File: config.mk
export PLATFORM = sky130hd
export DESIGN_NAME = az_wb_flat
export DESIGN_NICKNAME = d
export VERILOG_FILES = /design/src/rtl/az_wb_if.sv /design/src/rtl/az_wb.sv /design/src/flat_wrapper.sv
export SDC_FILE = /design/constraint.sdc
export NUM_CORES = 1
export LEC_CHECK = 0
export CELL_PAD_IN_SITES_DETAIL_PLACEMENT = 0
export CELL_PAD_IN_SITES_GLOBAL_PLACEMENT = 1
export CORE_MARGIN = 8
export CORE_UTILIZATION = 30
export CTS_CLUSTER_SIZE = 28
export DETAILED_ROUTE_END_ITERATION = 10
export PLACE_DENSITY_LB_ADDON = 0.1
export SYNTH_ARGS = -nofsm -noshare
export SYNTH_HDL_FRONTEND = slang
export SYNTH_SLANG_ARGS = --single-unit
File: constraint.sdc
create_clock -name cpu_clk -period 3.5 [get_ports cpu_clk]
set_input_delay 0.7 -clock cpu_clk [delete_from_list [all_inputs] [get_ports cpu_clk]]
set_output_delay 0.7 -clock cpu_clk [all_outputs]
set_load 0.05 [all_outputs]
File: src/rtl/az_wb_if.sv
// az_wb_if: bundles the execute-side handshake, the data-memory load
// response and the register-file write port of the az_cpu writeback stage.
interface az_wb_if;
  // Upstream instruction handshake
  logic        ex_valid;
  logic        ex_ready;
  logic [4:0]  ex_rd;
  logic [31:0] ex_result;
  logic        ex_is_load;
  logic [2:0]  ex_funct3;
  logic [1:0]  ex_addr_lo;
  // Data-memory load response
  logic        dmem_rvalid;
  logic [31:0] dmem_rdata;
  logic        dmem_rerr;
  // Register-file write port and status
  logic        gpr_wen;
  logic [4:0]  gpr_waddr;
  logic [31:0] gpr_wdata;
  logic        load_pending;
  logic [4:0]  pending_rd;
  logic        wb_fault;
  logic [31:0] instret;

  // Pipeline / memory side: drives instructions and load responses
  modport master (
    output ex_valid, ex_rd, ex_result, ex_is_load, ex_funct3, ex_addr_lo,
    output dmem_rvalid, dmem_rdata, dmem_rerr,
    input  ex_ready, gpr_wen, gpr_waddr, gpr_wdata,
    input  load_pending, pending_rd, wb_fault, instret
  );

  // Writeback stage side
  modport slave (
    input  ex_valid, ex_rd, ex_result, ex_is_load, ex_funct3, ex_addr_lo,
    input  dmem_rvalid, dmem_rdata, dmem_rerr,
    output ex_ready, gpr_wen, gpr_waddr, gpr_wdata,
    output load_pending, pending_rd, wb_fault, instret
  );
endinterface

File: src/rtl/az_wb.sv
// az_wb: writeback stage of the az_cpu pipeline. ALU results are registered
// straight into the register-file write port; loads park in WAIT_LOAD until
// the data-memory response arrives, then get byte/half extracted and
// extended. Faulting loads pulse wb_fault instead of writing.
module az_wb (
  input  logic    cpu_clk,
  input  logic    cpu_rstn,
  az_wb_if.slave  wb
);

  localparam logic [0:0] ST_IDLE      = 1'b0;
  localparam logic [0:0] ST_WAIT_LOAD = 1'b1;

  localparam logic [2:0] F3_LB  = 3'd0;
  localparam logic [2:0] F3_LH  = 3'd1;
  localparam logic [2:0] F3_LW  = 3'd2;
  localparam logic [2:0] F3_LBU = 3'd4;
  localparam logic [2:0] F3_LHU = 3'd5;

  // A load faults on a bus error, an unknown load type, or a misaligned
  // halfword/word access.
  function automatic logic load_faults(input logic [2:0] f3,
                                       input logic [1:0] lo,
                                       input logic       rerr);
    logic bad;
    case (f3)
      F3_LB, F3_LBU: bad = 1'b0;
      F3_LH, F3_LHU: bad = lo[0];
      F3_LW:         bad = (lo != 2'd0);
      default:       bad = 1'b1;
    endcase
    return rerr | bad;
  endfunction

  // Select the addressed byte/half from the little-endian response word
  // and extend it according to the load type.
  function automatic logic [31:0] load_extract(input logic [2:0]  f3,
                                               input logic [1:0]  lo,
                                               input logic [31:0] rdata);
    logic [7:0]  byte_v;
    logic [15:0] half_v;
    logic [31:0] res;
    byte_v = rdata[{lo, 3'b000} +: 8];
    half_v = rdata[{lo[1], 4'b0000} +: 16];
    case (f3)
      F3_LB:   res = {{24{byte_v[7]}}, byte_v};
      F3_LH:   res = {{16{half_v[15]}}, half_v};
      F3_LW:   res = rdata;
      F3_LBU:  res = {24'd0, byte_v};
      F3_LHU:  res = {16'd0, half_v};
      default: res = 32'd0;
    endcase
    return res;
  endfunction

  logic [0:0]  state_r;
  logic [4:0]  pend_rd_r;
  logic [2:0]  pend_f3_r;
  logic [1:0]  pend_lo_r;
  logic        gpr_wen_r;
  logic [4:0]  gpr_waddr_r;
  logic [31:0] gpr_wdata_r;
  logic        wb_fault_r;
  logic [31:0] instret_r;

  logic        accept_s;
  logic        alu_acc_s;
  logic        ld_acc_s;
  logic        resp_s;
  logic        fault_s;
  logic        retire_s;
  logic [31:0] ld_data_s;

  // Handshake decode and load-response evaluation
  always_comb begin
    accept_s  = wb.ex_valid & (state_r == ST_IDLE);
    alu_acc_s = accept_s & ~wb.ex_is_load;
    ld_acc_s  = accept_s & wb.ex_is_load;
    resp_s    = (state_r == ST_WAIT_LOAD) & wb.dmem_rvalid;
    fault_s   = load_faults(pend_f3_r, pend_lo_r, wb.dmem_rerr);
    ld_data_s = load_extract(pend_f3_r, pend_lo_r, wb.dmem_rdata);
    if (resp_s) begin
      retire_s = ~fault_s;
    end else begin
      retire_s = alu_acc_s;
    end
  end

  // FSM and captured load descriptor; pending_rd reads 0 when nothing waits
  always_ff @(posedge cpu_clk or negedge cpu_rstn) begin
    if (!cpu_rstn) begin
      state_r   <= ST_IDLE;
      pend_rd_r <= 5'd0;
      pend_f3_r <= 3'd0;
      pend_lo_r <= 2'd0;
    end else begin
      case (state_r)
        ST_IDLE: begin
          if (ld_acc_s) begin
            state_r   <= ST_WAIT_LOAD;
            pend_rd_r <= wb.ex_rd;
            pend_f3_r <= wb.ex_funct3;
            pend_lo_r <= wb.ex_addr_lo;
          end
        end
        ST_WAIT_LOAD: begin
          if (resp_s) begin
            state_r   <= ST_IDLE;
            pend_rd_r <= 5'd0;
          end
        end
        default: begin
          state_r   <= ST_IDLE;
          pend_rd_r <= 5'd0;
        end
      endcase
    end
  end

  // Register-file write port and fault pulse; address/data hold when idle
  always_ff @(posedge cpu_clk or negedge cpu_rstn) begin
    if (!cpu_rstn) begin
      gpr_wen_r   <= 1'b0;
      gpr_waddr_r <= 5'd0;
      gpr_wdata_r <= 32'd0;
      wb_fault_r  <= 1'b0;
    end else begin
      gpr_wen_r  <= 1'b0;
      wb_fault_r <= 1'b0;
      if (alu_acc_s) begin
        if (wb.ex_rd != 5'd0) begin
          gpr_wen_r   <= 1'b1;
          gpr_waddr_r <= wb.ex_rd;
          gpr_wdata_r <= wb.ex_result;
        end
      end else if (resp_s) begin
        if (fault_s) begin
          wb_fault_r <= 1'b1;
        end else if (pend_rd_r != 5'd0) begin
          gpr_wen_r   <= 1'b1;
          gpr_waddr_r <= pend_rd_r;
          gpr_wdata_r <= ld_data_s;
        end
      end
    end
  end

  // Retired-instruction counter, wraps naturally at 2^32
  always_ff @(posedge cpu_clk or negedge cpu_rstn) begin
    if (!cpu_rstn) begin
      instret_r <= 32'd0;
    end else if (retire_s) begin
      instret_r <= instret_r + 32'd1;
    end
  end

  assign wb.ex_ready     = (state_r == ST_IDLE);
  assign wb.load_pending = (state_r == ST_WAIT_LOAD);
  assign wb.pending_rd   = pend_rd_r;
  assign wb.gpr_wen      = gpr_wen_r;
  assign wb.gpr_waddr    = gpr_waddr_r;
  assign wb.gpr_wdata    = gpr_wdata_r;
  assign wb.wb_fault     = wb_fault_r;
  assign wb.instret      = instret_r;

endmodule

File: src/flat_wrapper.sv
// flat-port wrapper written by rule: the top's interface ports become plain ports
module az_wb_flat 
  (cpu_clk, cpu_rstn, wb_ex_valid, wb_ex_rd, wb_ex_result, wb_ex_is_load, wb_ex_funct3, wb_ex_addr_lo, wb_dmem_rvalid, wb_dmem_rdata, wb_dmem_rerr, wb_ex_ready, wb_gpr_wen, wb_gpr_waddr, wb_gpr_wdata, wb_load_pending, wb_pending_rd, wb_wb_fault, wb_instret);
  az_wb_if wb_i ();
  input  logic cpu_clk;
  input  logic cpu_rstn;
  input wire logic [$bits(wb_i.ex_valid)-1:0] wb_ex_valid;
  input wire logic [$bits(wb_i.ex_rd)-1:0] wb_ex_rd;
  input wire logic [$bits(wb_i.ex_result)-1:0] wb_ex_result;
  input wire logic [$bits(wb_i.ex_is_load)-1:0] wb_ex_is_load;
  input wire logic [$bits(wb_i.ex_funct3)-1:0] wb_ex_funct3;
  input wire logic [$bits(wb_i.ex_addr_lo)-1:0] wb_ex_addr_lo;
  input wire logic [$bits(wb_i.dmem_rvalid)-1:0] wb_dmem_rvalid;
  input wire logic [$bits(wb_i.dmem_rdata)-1:0] wb_dmem_rdata;
  input wire logic [$bits(wb_i.dmem_rerr)-1:0] wb_dmem_rerr;
  output wire logic [$bits(wb_i.ex_ready)-1:0] wb_ex_ready;
  output wire logic [$bits(wb_i.gpr_wen)-1:0] wb_gpr_wen;
  output wire logic [$bits(wb_i.gpr_waddr)-1:0] wb_gpr_waddr;
  output wire logic [$bits(wb_i.gpr_wdata)-1:0] wb_gpr_wdata;
  output wire logic [$bits(wb_i.load_pending)-1:0] wb_load_pending;
  output wire logic [$bits(wb_i.pending_rd)-1:0] wb_pending_rd;
  output wire logic [$bits(wb_i.wb_fault)-1:0] wb_wb_fault;
  output wire logic [$bits(wb_i.instret)-1:0] wb_instret;
  assign wb_i.ex_valid = wb_ex_valid;
  assign wb_i.ex_rd = wb_ex_rd;
  assign wb_i.ex_result = wb_ex_result;
  assign wb_i.ex_is_load = wb_ex_is_load;
  assign wb_i.ex_funct3 = wb_ex_funct3;
  assign wb_i.ex_addr_lo = wb_ex_addr_lo;
  assign wb_i.dmem_rvalid = wb_dmem_rvalid;
  assign wb_i.dmem_rdata = wb_dmem_rdata;
  assign wb_i.dmem_rerr = wb_dmem_rerr;
  assign wb_ex_ready = wb_i.ex_ready;
  assign wb_gpr_wen = wb_i.gpr_wen;
  assign wb_gpr_waddr = wb_i.gpr_waddr;
  assign wb_gpr_wdata = wb_i.gpr_wdata;
  assign wb_load_pending = wb_i.load_pending;
  assign wb_pending_rd = wb_i.pending_rd;
  assign wb_wb_fault = wb_i.wb_fault;
  assign wb_instret = wb_i.instret;
  az_wb u_core (.cpu_clk(cpu_clk), .cpu_rstn(cpu_rstn), .wb(wb_i));
endmodule
==> results.sh <==
export IMPL_async_flop_share=1.00
export IMPL_seqCellArea_mm2=0.00205
export IMPL_core_mm2=0.0138
export IMPL_clockBufferDepth=2
export IMPL_portBuffers=157
export IMPL_ys_seq_area_frac=0.486
export IMPL_worst_hold_slack_ns=0.300
export IMPL_drive_gt1_frac=0.0708
export IMPL_grt_pass1_vias=4019
export IMPL_slew_headroom=0.441
export IMPL_avgSynthCellArea_um2=9.40
export IMPL_fin_tns_setup_ns=0
export IMPL_nFillCells=1339
export IMPL_grt_setup_unrepaired="false"
export IMPL_ys_warn_count=0
export IMPL_post_cts_buffers=0
export IMPL_syn_nets=530
export IMPL_numCtsBuffers=9
export IMPL_die_h_um=135
export IMPL_period_share=0.712
export IMPL_final_common_cell="clkdlybuf4s50_1"
export IMPL_cts_resized=0
export IMPL_dieArea_mm2=0.0181
export IMPL_drc=0
export IMPL_hold_viol=0
export IMPL_cap_violations=0
export IMPL_htreeDepth=3
export IMPL_ys_ff_latch=82
export IMPL_firstDrtPassIters=6
export IMPL_viasPerCell=5.09
export IMPL_route_vias_total=4005
export IMPL_critPathRequiredTime_ns=3.77
export IMPL_mostFrequentLayoutCells="156 x clkdlybuf4s50_1, 82 x dfrtp_1, 68 x nand2_1"
export IMPL_worstHoldPathType="in -> async"
export IMPL_crit_path_end_kind="flip-flop"
export IMPL_clock_sinks=82
export IMPL_status="finished clean"
export IMPL_grt_usage=0.163
export IMPL_multiInputGateArea_mm2=0.00203
export IMPL_diodes=0
export IMPL_fin_nets=683
export IMPL_area_growth_syn_to_layout_pct=49.2
export IMPL_fmax_mhz=401
export IMPL_ys_types=48
export IMPL_postCtsHoldBufs=0
export IMPL_arrival_ns=2.76
export IMPL_slew_viol_final=0
export IMPL_tightest_slew_ns=0.836
export IMPL_grt_max_degree=39
export IMPL_startpoint_type="flip-flop"
export IMPL_antenna_found_initial=1
export IMPL_total_power_uw=4220
export IMPL_dp_cells=771
export IMPL_fin_util=0.456
export IMPL_reg2reg_depth=5
export IMPL_p_leak_uw=0.00262
export IMPL_clkLatencyLatePin_ns=0.34
export IMPL_skew_ns=0.00593
export IMPL_fp_dieW_um=135
export IMPL_start_util=0.305
export IMPL_synth_area_mm2=0.00422
export IMPL_synth_edf_count=0
export IMPL_rows=43
export IMPL_path_max_fanout=16
export IMPL_pin_count=158
export IMPL_dp_hpwl_um=11500
export IMPL_grt_ovfl_total=0
export IMPL_fin_crit_ns=2.49
export IMPL_final_setup_viol_count=0
export IMPL_powerDensity_mw_per_mm2=671
export IMPL_routedWlPerCell_um=18.8
export IMPL_grt_pass1_wl_um=23100
export IMPL_drt_iter0_drc=265
export IMPL_syn_inst=449
export IMPL_cts_clk_slew_worst_paths_ns=0.07
export IMPL_finalWirelength_um=14800
export IMPL_ir_worst_vdd_mv=0.307
export IMPL_final_cells=787
export IMPL_tritoncts="built"
export IMPL_synth_main_ff_cell="dfrtp_1"
export IMPL_place_congestion=0.840
export IMPL_clockRootBuffer="clkbuf_16"
export IMPL_worstSetupPathType="reg -> reg"
export IMPL_ant_nets=0
-- final timing paths --
kind | slack (ns) | endpoint | from
max in group asynchronous | 2.43 | u_core.wb.gpr_wdata[31] | cpu_rstn
hold reg to reg | 0.47 | u_core.wb.instret[31] | u_core.wb.instret[31]
setup / recovery | 1.01 | u_core.wb.instret[29] | u_core.pend_lo_r[1]
hold / removal | 0.30 | u_core.wb.instret[24] | cpu_rstn
setup reg to reg | 1.01 | u_core.wb.instret[29] | u_core.pend_lo_r[1]
min in group cpu_clk | 0.47 | u_core.wb.instret[31] | u_core.wb.instret[31]
-- where the power goes --
group	leakage (µW)	internal (µW)	switching, µW
clock network	0.000142	577	407
registers	0.00102	1160	193
logic	0.00146	683	1210
-- state kept, by name (all words and copies together) (netlist names) --
name / cells
u_core.wb.load_pending: 1
u_core.wb.instret: 32
u_core.wb.gpr_wdata: 32
u_core.wb.gpr_waddr: 5
u_core.wb.gpr_wen: 1
u_core.pend_f3_r: 3
u_core.wb.wb_fault: 1
u_core.wb.pending_rd: 5
u_core.pend_lo_r: 2
-- stage by stage --
stage,area [µm²],worst slack [ns]
4_1_cts,6300,0.943
2_1_floorplan,4220,1.33
6_report,6300,1.01
3_5_place_dp,5990,0.691
3_3_place_gp,5990,0.725
5_1_grt,6300,0.809
-- layer usage --
layer | part of all wire | track usage
met3 | 0.073 | 0.0461
met2 | 0.45 | 0.238
met1 | 0.46 | 0.221
met4 | 0.019 | 0.0667
met5 | 0.00054 | 0
-- critical path, stage by stage (launching register included) --
cell,delay (ns)
dfrtp_1,0.60
or4_4,0.61
a211oi_4,0.40
o2111ai_1,0.35
nor3_1,0.29
xor2_1,0.16
-- area by class of cell --
| class | count | area share |
|---|---|---|
| clock buffer | 11 | 0.0385 |
| clock inverter | 5 | 0.00993 |
| inverter | 10 | 0.00596 |
| multi-input combinational | 332 | 0.323 |
| sequential | 82 | 0.326 |
| tap | 180 | 0.0358 |
| timing repair buffer | 167 | 0.261 |
-- cells by family after synthesis --
| logic type | synth area share |
|---|---|
| AO/OA/AOI/OAI | 0.187 |
| buffers and inverters | 0.0370 |
| AND/OR/NAND/NOR | 0.190 |
| XOR/XNOR | 0.0643 |
| flip-flops | 0.486 |
| multiplexers | 0.0326 |
| adder cells (fa/ha/maj) | 0.00296 |
-- cell usage after synthesis (2+ instances only) --
master	count	area, µm²
mux2_2	9	101
nor2_1	58	218
o211a_1	2	20.0
and3_1	2	12.5
o2111ai_1	5	43.8
xnor2_1	13	114
or4_1	2	15.0
o21ai_0	5	25.0
buf_4	3	22.5
inv_1	10	37.5
buf_2	11	55.1
nand2b_1	5	31.3
o21bai_1	2	15.0
nand3b_1	2	15.0
nand2_1	68	255
a22oi_1	25	188
clkbuf_1	11	41.3
a32o_1	2	20.0
o211ai_1	5	37.5
a211o_1	2	17.5
a31o_2	2	17.5
dfrtp_1	82	2050
nand3_1	15	75.1
a31oi_1	24	150
xor2_1	18	158
nor4_1	2	12.5
a222oi_1	5	50.1
nor2b_1	3	18.8
a2bb2oi_1	5	43.8
nand4_1	5	31.3
and4_1	3	26.3
nor3_1	8	40.0
a21oi_1	19	95.1
nor3b_1	2	15.0
Power figures use the tool's default switching activity.
